**src/rtl/game_master_fsm_multi_if.sv**
```systemverilog
// Bundle of signals between the game master and its sprites, collision
// detectors, fire key and end-of-game timer.
interface game_master_fsm_multi_if #(
    parameter int N_TARGETS   = 2,
    parameter int N_SHOTS     = 3,
    parameter int SCORE_WIDTH = 8
);
    localparam int SHOT_W = $clog2(N_SHOTS + 1);

    logic                   key;
    logic [N_TARGETS-1:0]   sprite_target_write_xy;
    logic [N_TARGETS-1:0]   sprite_target_write_dxy;
    logic [N_TARGETS-1:0]   sprite_target_enable_update;
    logic                   sprite_torpedo_write_xy;
    logic                   sprite_torpedo_write_dxy;
    logic                   sprite_torpedo_enable_update;
    logic [N_TARGETS-1:0]   sprite_target_within_screen;
    logic                   sprite_torpedo_within_screen;
    logic [N_TARGETS-1:0]   collision;
    logic                   end_of_game_timer_start;
    logic                   end_of_game_timer_running;
    logic                   game_won;
    logic [SCORE_WIDTH-1:0] score;
    logic [SHOT_W-1:0]      shots_left;

    modport master (
        input  key, sprite_target_within_screen, sprite_torpedo_within_screen,
               collision, end_of_game_timer_running,
        output sprite_target_write_xy, sprite_target_write_dxy,
               sprite_target_enable_update, sprite_torpedo_write_xy,
               sprite_torpedo_write_dxy, sprite_torpedo_enable_update,
               end_of_game_timer_start, game_won, score, shots_left
    );

    modport slave (
        output key, sprite_target_within_screen, sprite_torpedo_within_screen,
               collision, end_of_game_timer_running,
        input  sprite_target_write_xy, sprite_target_write_dxy,
               sprite_target_enable_update, sprite_torpedo_write_xy,
               sprite_torpedo_write_dxy, sprite_torpedo_enable_update,
               end_of_game_timer_start, game_won, score, shots_left
    );
endinterface

```
**src/rtl/game_master_fsm_multi.sv**
```systemverilog
// Game master for N targets and one reusable torpedo: round sequencing,
// shot budget, per-target alive mask and a saturating score.
module game_master_fsm_multi #(
    parameter int N_TARGETS   = 2,
    parameter int N_SHOTS     = 3,
    parameter int SCORE_WIDTH = 8
) (
    input  logic                   clk,
    input  logic                   reset,
    game_master_fsm_multi_if.master bus
);
    localparam int SHOT_W = $clog2(N_SHOTS + 1);

    typedef enum logic [3:0] {
        S_START = 4'b0001,
        S_AIM   = 4'b0010,
        S_SHOOT = 4'b0100,
        S_END   = 4'b1000
    } state_t;

    state_t                 state;
    logic [N_TARGETS-1:0]   alive;
    logic                   key_prev;
    logic [N_TARGETS-1:0]   target_write_xy;
    logic [N_TARGETS-1:0]   target_write_dxy;
    logic [N_TARGETS-1:0]   target_enable;
    logic                   torpedo_write_xy;
    logic                   torpedo_write_dxy;
    logic                   torpedo_enable;
    logic                   timer_start;
    logic                   game_won;
    logic [SCORE_WIDTH-1:0] score;
    logic [SHOT_W-1:0]      shots_left;

    logic                     key_rise;
    logic                     target_off;
    logic [N_TARGETS-1:0]     hit;
    logic [N_TARGETS-1:0]     alive_after;
    logic [3:0]               hit_cnt;
    logic [SCORE_WIDTH+3:0]   score_wide;
    logic [SCORE_WIDTH-1:0]   score_next;

    always_comb begin
        // NOTE: every always_comb output gets a default first so no path can infer a latch.
        hit_cnt     = 4'd0;
        key_rise    = bus.key & ~key_prev;
        target_off  = |(alive & ~bus.sprite_target_within_screen);
        hit         = bus.collision & alive;
        alive_after = alive & ~hit;
        for (int i = 0; i < N_TARGETS; i++) begin
            hit_cnt = hit_cnt + 4'(hit[i]);
        end
        score_wide = {4'b0, score} + {{SCORE_WIDTH{1'b0}}, hit_cnt};
        // Any carry out of the score field means we passed all-ones: clamp.
        score_next = (score_wide[SCORE_WIDTH+3:SCORE_WIDTH] != 4'b0)
                   ? {SCORE_WIDTH{1'b1}} : score_wide[SCORE_WIDTH-1:0];
    end

    // NOTE: state and outputs use non-blocking assignments so every register samples pre-edge values.
    always_ff @(posedge clk or posedge reset) begin
        if (reset) begin
            state             <= S_START;
            alive             <= '0;
            key_prev          <= 1'b0;
            target_write_xy   <= '0;
            target_write_dxy  <= '0;
            target_enable     <= '0;
            torpedo_write_xy  <= 1'b0;
            torpedo_write_dxy <= 1'b0;
            torpedo_enable    <= 1'b0;
            timer_start       <= 1'b0;
            game_won          <= 1'b0;
            score             <= '0;
            shots_left        <= '0;
        end else begin
            key_prev          <= bus.key;
            target_write_xy   <= '0;
            target_write_dxy  <= '0;
            target_enable     <= '0;
            torpedo_write_xy  <= 1'b0;
            torpedo_write_dxy <= 1'b0;
            torpedo_enable    <= 1'b0;
            timer_start       <= 1'b0;

            case (state)
                S_START: begin
                    target_write_xy  <= '1;
                    target_write_dxy <= '1;
                    torpedo_write_xy <= 1'b1;
                    alive            <= '1;
                    shots_left       <= SHOT_W'(N_SHOTS);
                    game_won         <= 1'b0;
                    state            <= S_AIM;
                end
                S_AIM: begin
                    target_enable <= alive;
                    if (target_off) begin
                        timer_start <= 1'b1;
                        game_won    <= 1'b0;
                        state       <= S_END;
                    end else if (key_rise && shots_left != '0) begin
                        shots_left <= shots_left - SHOT_W'(1);
                        state      <= S_SHOOT;
                    end
                end
                S_SHOOT: begin
                    torpedo_write_dxy <= 1'b1;
                    torpedo_enable    <= 1'b1;
                    target_enable     <= alive;
                    alive             <= alive_after;
                    score             <= score_next;
                    if (alive_after == '0) begin
                        game_won    <= 1'b1;
                        timer_start <= 1'b1;
                        state       <= S_END;
                    end else if (target_off) begin
                        game_won    <= 1'b0;
                        timer_start <= 1'b1;
                        state       <= S_END;
                    end else if (hit != '0 || !bus.sprite_torpedo_within_screen) begin
                        // Torpedo is spent: reload it, then aim again or close the round.
                        torpedo_write_xy <= 1'b1;
                        if (shots_left != '0) begin
                            state <= S_AIM;
                        end else begin
                            game_won    <= 1'b0;
                            timer_start <= 1'b1;
                            state       <= S_END;
                        end
                    end
                end
                S_END: begin
                    if (!bus.end_of_game_timer_running) state <= S_START;
                end
                default: state <= S_START;
            endcase
        end
    end

    assign bus.sprite_target_write_xy       = target_write_xy;
    assign bus.sprite_target_write_dxy      = target_write_dxy;
    assign bus.sprite_target_enable_update  = target_enable;
    assign bus.sprite_torpedo_write_xy      = torpedo_write_xy;
    assign bus.sprite_torpedo_write_dxy     = torpedo_write_dxy;
    assign bus.sprite_torpedo_enable_update = torpedo_enable;
    assign bus.end_of_game_timer_start      = timer_start;
    assign bus.game_won                     = game_won;
    assign bus.score                        = score;
    assign bus.shots_left                   = shots_left;
endmodule
```
**src/flat_wrapper.sv**
```systemverilog
// flat-port wrapper written by rule: the top's interface ports become plain ports
module game_master_fsm_multi_flat 
#(
    parameter int N_TARGETS   = 2,
    parameter int N_SHOTS     = 3,
    parameter int SCORE_WIDTH = 8
)
  (clk, reset, bus_key, bus_sprite_target_within_screen, bus_sprite_torpedo_within_screen, bus_collision, bus_end_of_game_timer_running, bus_sprite_target_write_xy, bus_sprite_target_write_dxy, bus_sprite_target_enable_update, bus_sprite_torpedo_write_xy, bus_sprite_torpedo_write_dxy, bus_sprite_torpedo_enable_update, bus_end_of_game_timer_start, bus_game_won, bus_score, bus_shots_left);
  game_master_fsm_multi_if #(.N_TARGETS(N_TARGETS), .N_SHOTS(N_SHOTS), .SCORE_WIDTH(SCORE_WIDTH)) bus_i ();
  input  logic clk;
  input  logic reset;
  input wire logic [$bits(bus_i.key)-1:0] bus_key;
  input wire logic [$bits(bus_i.sprite_target_within_screen)-1:0] bus_sprite_target_within_screen;
  input wire logic [$bits(bus_i.sprite_torpedo_within_screen)-1:0] bus_sprite_torpedo_within_screen;
  input wire logic [$bits(bus_i.collision)-1:0] bus_collision;
  input wire logic [$bits(bus_i.end_of_game_timer_running)-1:0] bus_end_of_game_timer_running;
  output wire logic [$bits(bus_i.sprite_target_write_xy)-1:0] bus_sprite_target_write_xy;
  output wire logic [$bits(bus_i.sprite_target_write_dxy)-1:0] bus_sprite_target_write_dxy;
  output wire logic [$bits(bus_i.sprite_target_enable_update)-1:0] bus_sprite_target_enable_update;
  output wire logic [$bits(bus_i.sprite_torpedo_write_xy)-1:0] bus_sprite_torpedo_write_xy;
  output wire logic [$bits(bus_i.sprite_torpedo_write_dxy)-1:0] bus_sprite_torpedo_write_dxy;
  output wire logic [$bits(bus_i.sprite_torpedo_enable_update)-1:0] bus_sprite_torpedo_enable_update;
  output wire logic [$bits(bus_i.end_of_game_timer_start)-1:0] bus_end_of_game_timer_start;
  output wire logic [$bits(bus_i.game_won)-1:0] bus_game_won;
  output wire logic [$bits(bus_i.score)-1:0] bus_score;
  output wire logic [$bits(bus_i.shots_left)-1:0] bus_shots_left;
  assign bus_i.key = bus_key;
  assign bus_i.sprite_target_within_screen = bus_sprite_target_within_screen;
  assign bus_i.sprite_torpedo_within_screen = bus_sprite_torpedo_within_screen;
  assign bus_i.collision = bus_collision;
  assign bus_i.end_of_game_timer_running = bus_end_of_game_timer_running;
  assign bus_sprite_target_write_xy = bus_i.sprite_target_write_xy;
  assign bus_sprite_target_write_dxy = bus_i.sprite_target_write_dxy;
  assign bus_sprite_target_enable_update = bus_i.sprite_target_enable_update;
  assign bus_sprite_torpedo_write_xy = bus_i.sprite_torpedo_write_xy;
  assign bus_sprite_torpedo_write_dxy = bus_i.sprite_torpedo_write_dxy;
  assign bus_sprite_torpedo_enable_update = bus_i.sprite_torpedo_enable_update;
  assign bus_end_of_game_timer_start = bus_i.end_of_game_timer_start;
  assign bus_game_won = bus_i.game_won;
  assign bus_score = bus_i.score;
  assign bus_shots_left = bus_i.shots_left;
  game_master_fsm_multi #(.N_TARGETS(N_TARGETS), .N_SHOTS(N_SHOTS), .SCORE_WIDTH(SCORE_WIDTH)) u_core (.clk(clk), .reset(reset), .bus(bus_i));
endmodule
```
**config.mk**
```make
export PLATFORM = sky130hd
export DESIGN_NAME = game_master_fsm_multi_flat
export DESIGN_NICKNAME = d
export VERILOG_FILES = /design/src/rtl/game_master_fsm_multi_if.sv /design/src/rtl/game_master_fsm_multi.sv /design/src/flat_wrapper.sv
export SDC_FILE = /design/constraint.sdc
export NUM_CORES = 1
export LEC_CHECK = 0
export BUFFER_PORTS_ARGS = -buffer_cell sky130_fd_sc_hd__buf_2
export CAP_MARGIN = 10
export CORE_MARGIN = 2
export CORE_UTILIZATION = 49
export CTS_BUF_LIST = sky130_fd_sc_hd__clkbuf_8
export DETAILED_ROUTE_END_ITERATION = 12
export PLACE_DENSITY = 0.81
export SETUP_SLACK_MARGIN = 0.2
export SKIP_CTS_REPAIR_TIMING = 1
export SLEW_MARGIN = 20
export SYNTH_ARGS = -nofsm -noshare
export SYNTH_HDL_FRONTEND = slang
export SYNTH_SLANG_ARGS = --single-unit
```
**constraint.sdc**
```tcl
create_clock -name clk -period 5.84 [get_ports clk]
set_clock_uncertainty 0.2 [all_clocks]
set_input_delay 0.292 -clock clk [delete_from_list [all_inputs] [get_ports clk]]
set_output_delay 0.292 -clock clk [all_outputs]
set_load 0.03 [all_outputs]
```
==> reports/results.txt <==
Row cnt -> 18
NumNets Final -> 177
Count leader, synth -> dfrtp_1
Routed via count -> 1051
Final worst setup slack -> 3360 ps
Status -> finished, violations left
Worst-skew pair later-pin latency -> 270 ps
Mapped Cells -> 132
Layout cell share with drive strength beyond 1 -> 26.1%
Synth Cell Area -> 1300 sq um
Crit path max-delay family -> adder cells
Initial core utilization -> 52.1%
Met2 Use GR -> 30.8%
Failing checks -> negative hold slack
RSZ-0062 raised after global routing -> no
Fmax -> 403 MHz
EDFF count, synth -> 0
Largest area contributor in the netlist -> dfrtp_1
Port Buffers -> 29
Synth cell types -> 41
DRC Markers -> 0
Crit share post-route -> 42.5%
Initial antenna violation count -> 0
Met1 usage -> 21.6%
Req. time, crit path -> 5800 ps
Clk buf depth -> 2
Core area -> 2500 sq um
Crit-path cells -> and2_1 -> inv_1 -> ha_1 -> ha_1 -> inv_1 -> fa_1 -> nor3b_4 -> nand2_2 -> nor3_1 -> a21oi_1
CTS tree -> built
Synthesis-stage register bit count -> 24
WL per Instance -> 13.3 um
First-pass GRT wire length -> 4350 um
Final TNS setup -> 0 ps
Drt via density -> 5.50
Fillers -> 204
Clock transition at the registers of the reported paths -> 80 ps
Gpl congestion -> 0.880
Pin count of the biggest net entering global routing -> 25
P per Cell Area -> 400 nW/um^2
Ant. Diodes -> 0
Max-cap violations -> 0
Synth top area cells -> dfrtp_1 (44%), ha_1 (4.8%), a21oi_1 (3.8%), inv_1 (3.2%), nor2_1 (3.2%)
Min Hold Slack -> -5.52 ps
Synth async-reset ratio -> 100%
Die Span Y -> 55.6 um
Die X -> 55.6 um
Syn nets -> 147
Final Setup Violations -> 0
Synth Flop Type -> dfrtp_1
Arr. time, crit path -> 2440 ps
Slew Viols, Final -> 0
TritonRoute pass-1 iters -> 4
Layout area overhead -> 15.9%
Crit path largest cell delay -> 420 ps
CP bufs+invs -> 2
Die area -> 3090 sq um
Met3 usage -> 4.92%
Vias in the first global route -> 1029
Synthesized area per cell -> 9.87 sq um
Ys Warns -> 0
Critical Path End Type -> flop
Synth top area share -> 44.2%
IO Count -> 30
Most common library cells after synthesis -> dfrtp_1 (23), inv_1 (11), nor2_1 (11)
CTS sink cnt -> 24
Detailed Place HPWL -> 1920 um
Slowest-stage cell, CP -> fa_1
Setup CP Type -> reg2reg
Initial DRC Count -> 23
Root Buffer -> clkbuf_8
Pre-CTS setup slack -> 3370 ps
Final hold violation count -> 13
Cts bufs inserted -> 3
Worst hold-check path type -> in2async
Routed Antenna Nets -> 0
Lkg Pwr -> 0.783 nW
Worst slew pin tran -> 876 ps
Sequential fraction of the synthesis area -> 46.2%
Total grt overflow -> 0
Post-layout util -> 60.4%
VDD IR-drop max -> 298 uV
Drt total wl -> 2540 um
Slew HR -> 41.5%
Busiest layer in global routing -> met2
Maximum fanout along the worst path -> 6
H-tree depth -> 1
Final min period -> 2480 ps
CP Launch Type -> flop
GRT Total Usage -> 17.7%
[cells in the final DEF, fill, tap and decap left out, types with 2 or more instances in the layout]
cell type	synthesis	routed
clkbuf_8	0	4
nor3_1	3	3
o21a_1	2	2
nand2b_1	5	5
dfrtp_1	23	23
a21oi_1	10	10
nand3_1	4	4
and2_1	4	4
nor2b_1	4	4
buf_2	0	29
inv_1	11	11
o21ai_0	7	7
and3_1	3	3
nand2_1	10	10
ha_1	5	5
nor2_1	11	11
[where the power goes]
| group | switching [mW] | leakage, nW | internal [mW] |
|---|---|---|---|
| Clock | 0.0511 | 0.0288 | 0.0602 |
| Combinational | 0.163 | 0.466 | 0.0867 |
| Sequential | 0.0357 | 0.289 | 0.207 |
| Total | 0.250 | 0.783 | 0.354 |
[worst paths after layout]
| check | start | endpoint | slack [ps] | cells after the start |
|---|---|---|---|---|
| min in group clk | bus_collision[0] | u_core.alive[0] | 10 | 2 |
| hold / removal | reset | u_core.bus.sprite_target_write_xy[0] | -6 | 2 |
| setup reg to reg | u_core.alive[1] | u_core.bus.score[6] | 3360 | 10 |
| hold reg to reg | u_core.bus.score[0] | u_core.bus.score[0] | 340 | 2 |
| max in group asynchronous | reset | u_core.bus.shots_left[1] | 4900 | 2 |
| setup / recovery | u_core.alive[1] | u_core.bus.score[6] | 3360 | 10 |
[per-stage QoR]
| step | total power, mW | area [sq um] | hold slack, ps | std cells |
|---|---|---|---|---|
| floorplan | 0.440 | 1300 | 106 | 132 |
| global placement | 0.488 | 1440 | 214 | 186 |
| detailed placement | 0.495 | 1440 | 219 | 186 |
| CTS | 0.609 | 1500 | -58.2 | 190 |
| global route | 0.642 | 1510 | 17.2 | 191 |
| finish | 0.604 | 1510 | -5.52 | 191 |
[sequential cells by signal, indices dropped and copies added (netlist names)]
| name | cells |
|---|---|
| u_core.bus.score | 8 |
| u_core.state | 4 |
| u_core.alive | 2 |
| u_core.bus.shots_left | 2 |
| u_core.bus.sprite_target_enable_update | 2 |
| u_core.bus.end_of_game_timer_start | 1 |
| u_core.bus.game_won | 1 |
| u_core.bus.sprite_target_write_xy | 1 |
| u_core.bus.sprite_torpedo_write_dxy | 1 |
| u_core.bus.sprite_torpedo_write_xy | 1 |
| u_core.key_prev | 1 |
[kinds of logic after synthesis]
logic type	share of synthesized area (%)
flip-flops	46.2
AO/OA/AOI/OAI	13.7
AND/OR/NAND/NOR	26.0
buffers and inverters	7.01
XOR/XNOR	0.673
adder cells (fa/ha/maj)	6.34
[cell type report]
| type | instances | area (sq um) | share of cell area [%] |
|---|---|---|---|
| Clock buffer | 4 | 55.1 | 3.65 |
| Inverter | 12 | 50.0 | 3.32 |
| Multi-Input combinational cell | 91 | 609 | 40.4 |
| Sequential cell | 24 | 602 | 39.9 |
| Tap cell | 30 | 37.5 | 2.49 |
| Timing Repair Buffer | 30 | 155 | 10.3 |
[per-layer routing]
metal | up-vias | part of all wire, %
li1 | 508 | -
met1 | 504 | 43
met2 | 37 | 51
met3 | 2 | 6.0
met4 | 0 | 0.43
met5 | - | 0
(Power assumes the default switching activity.)
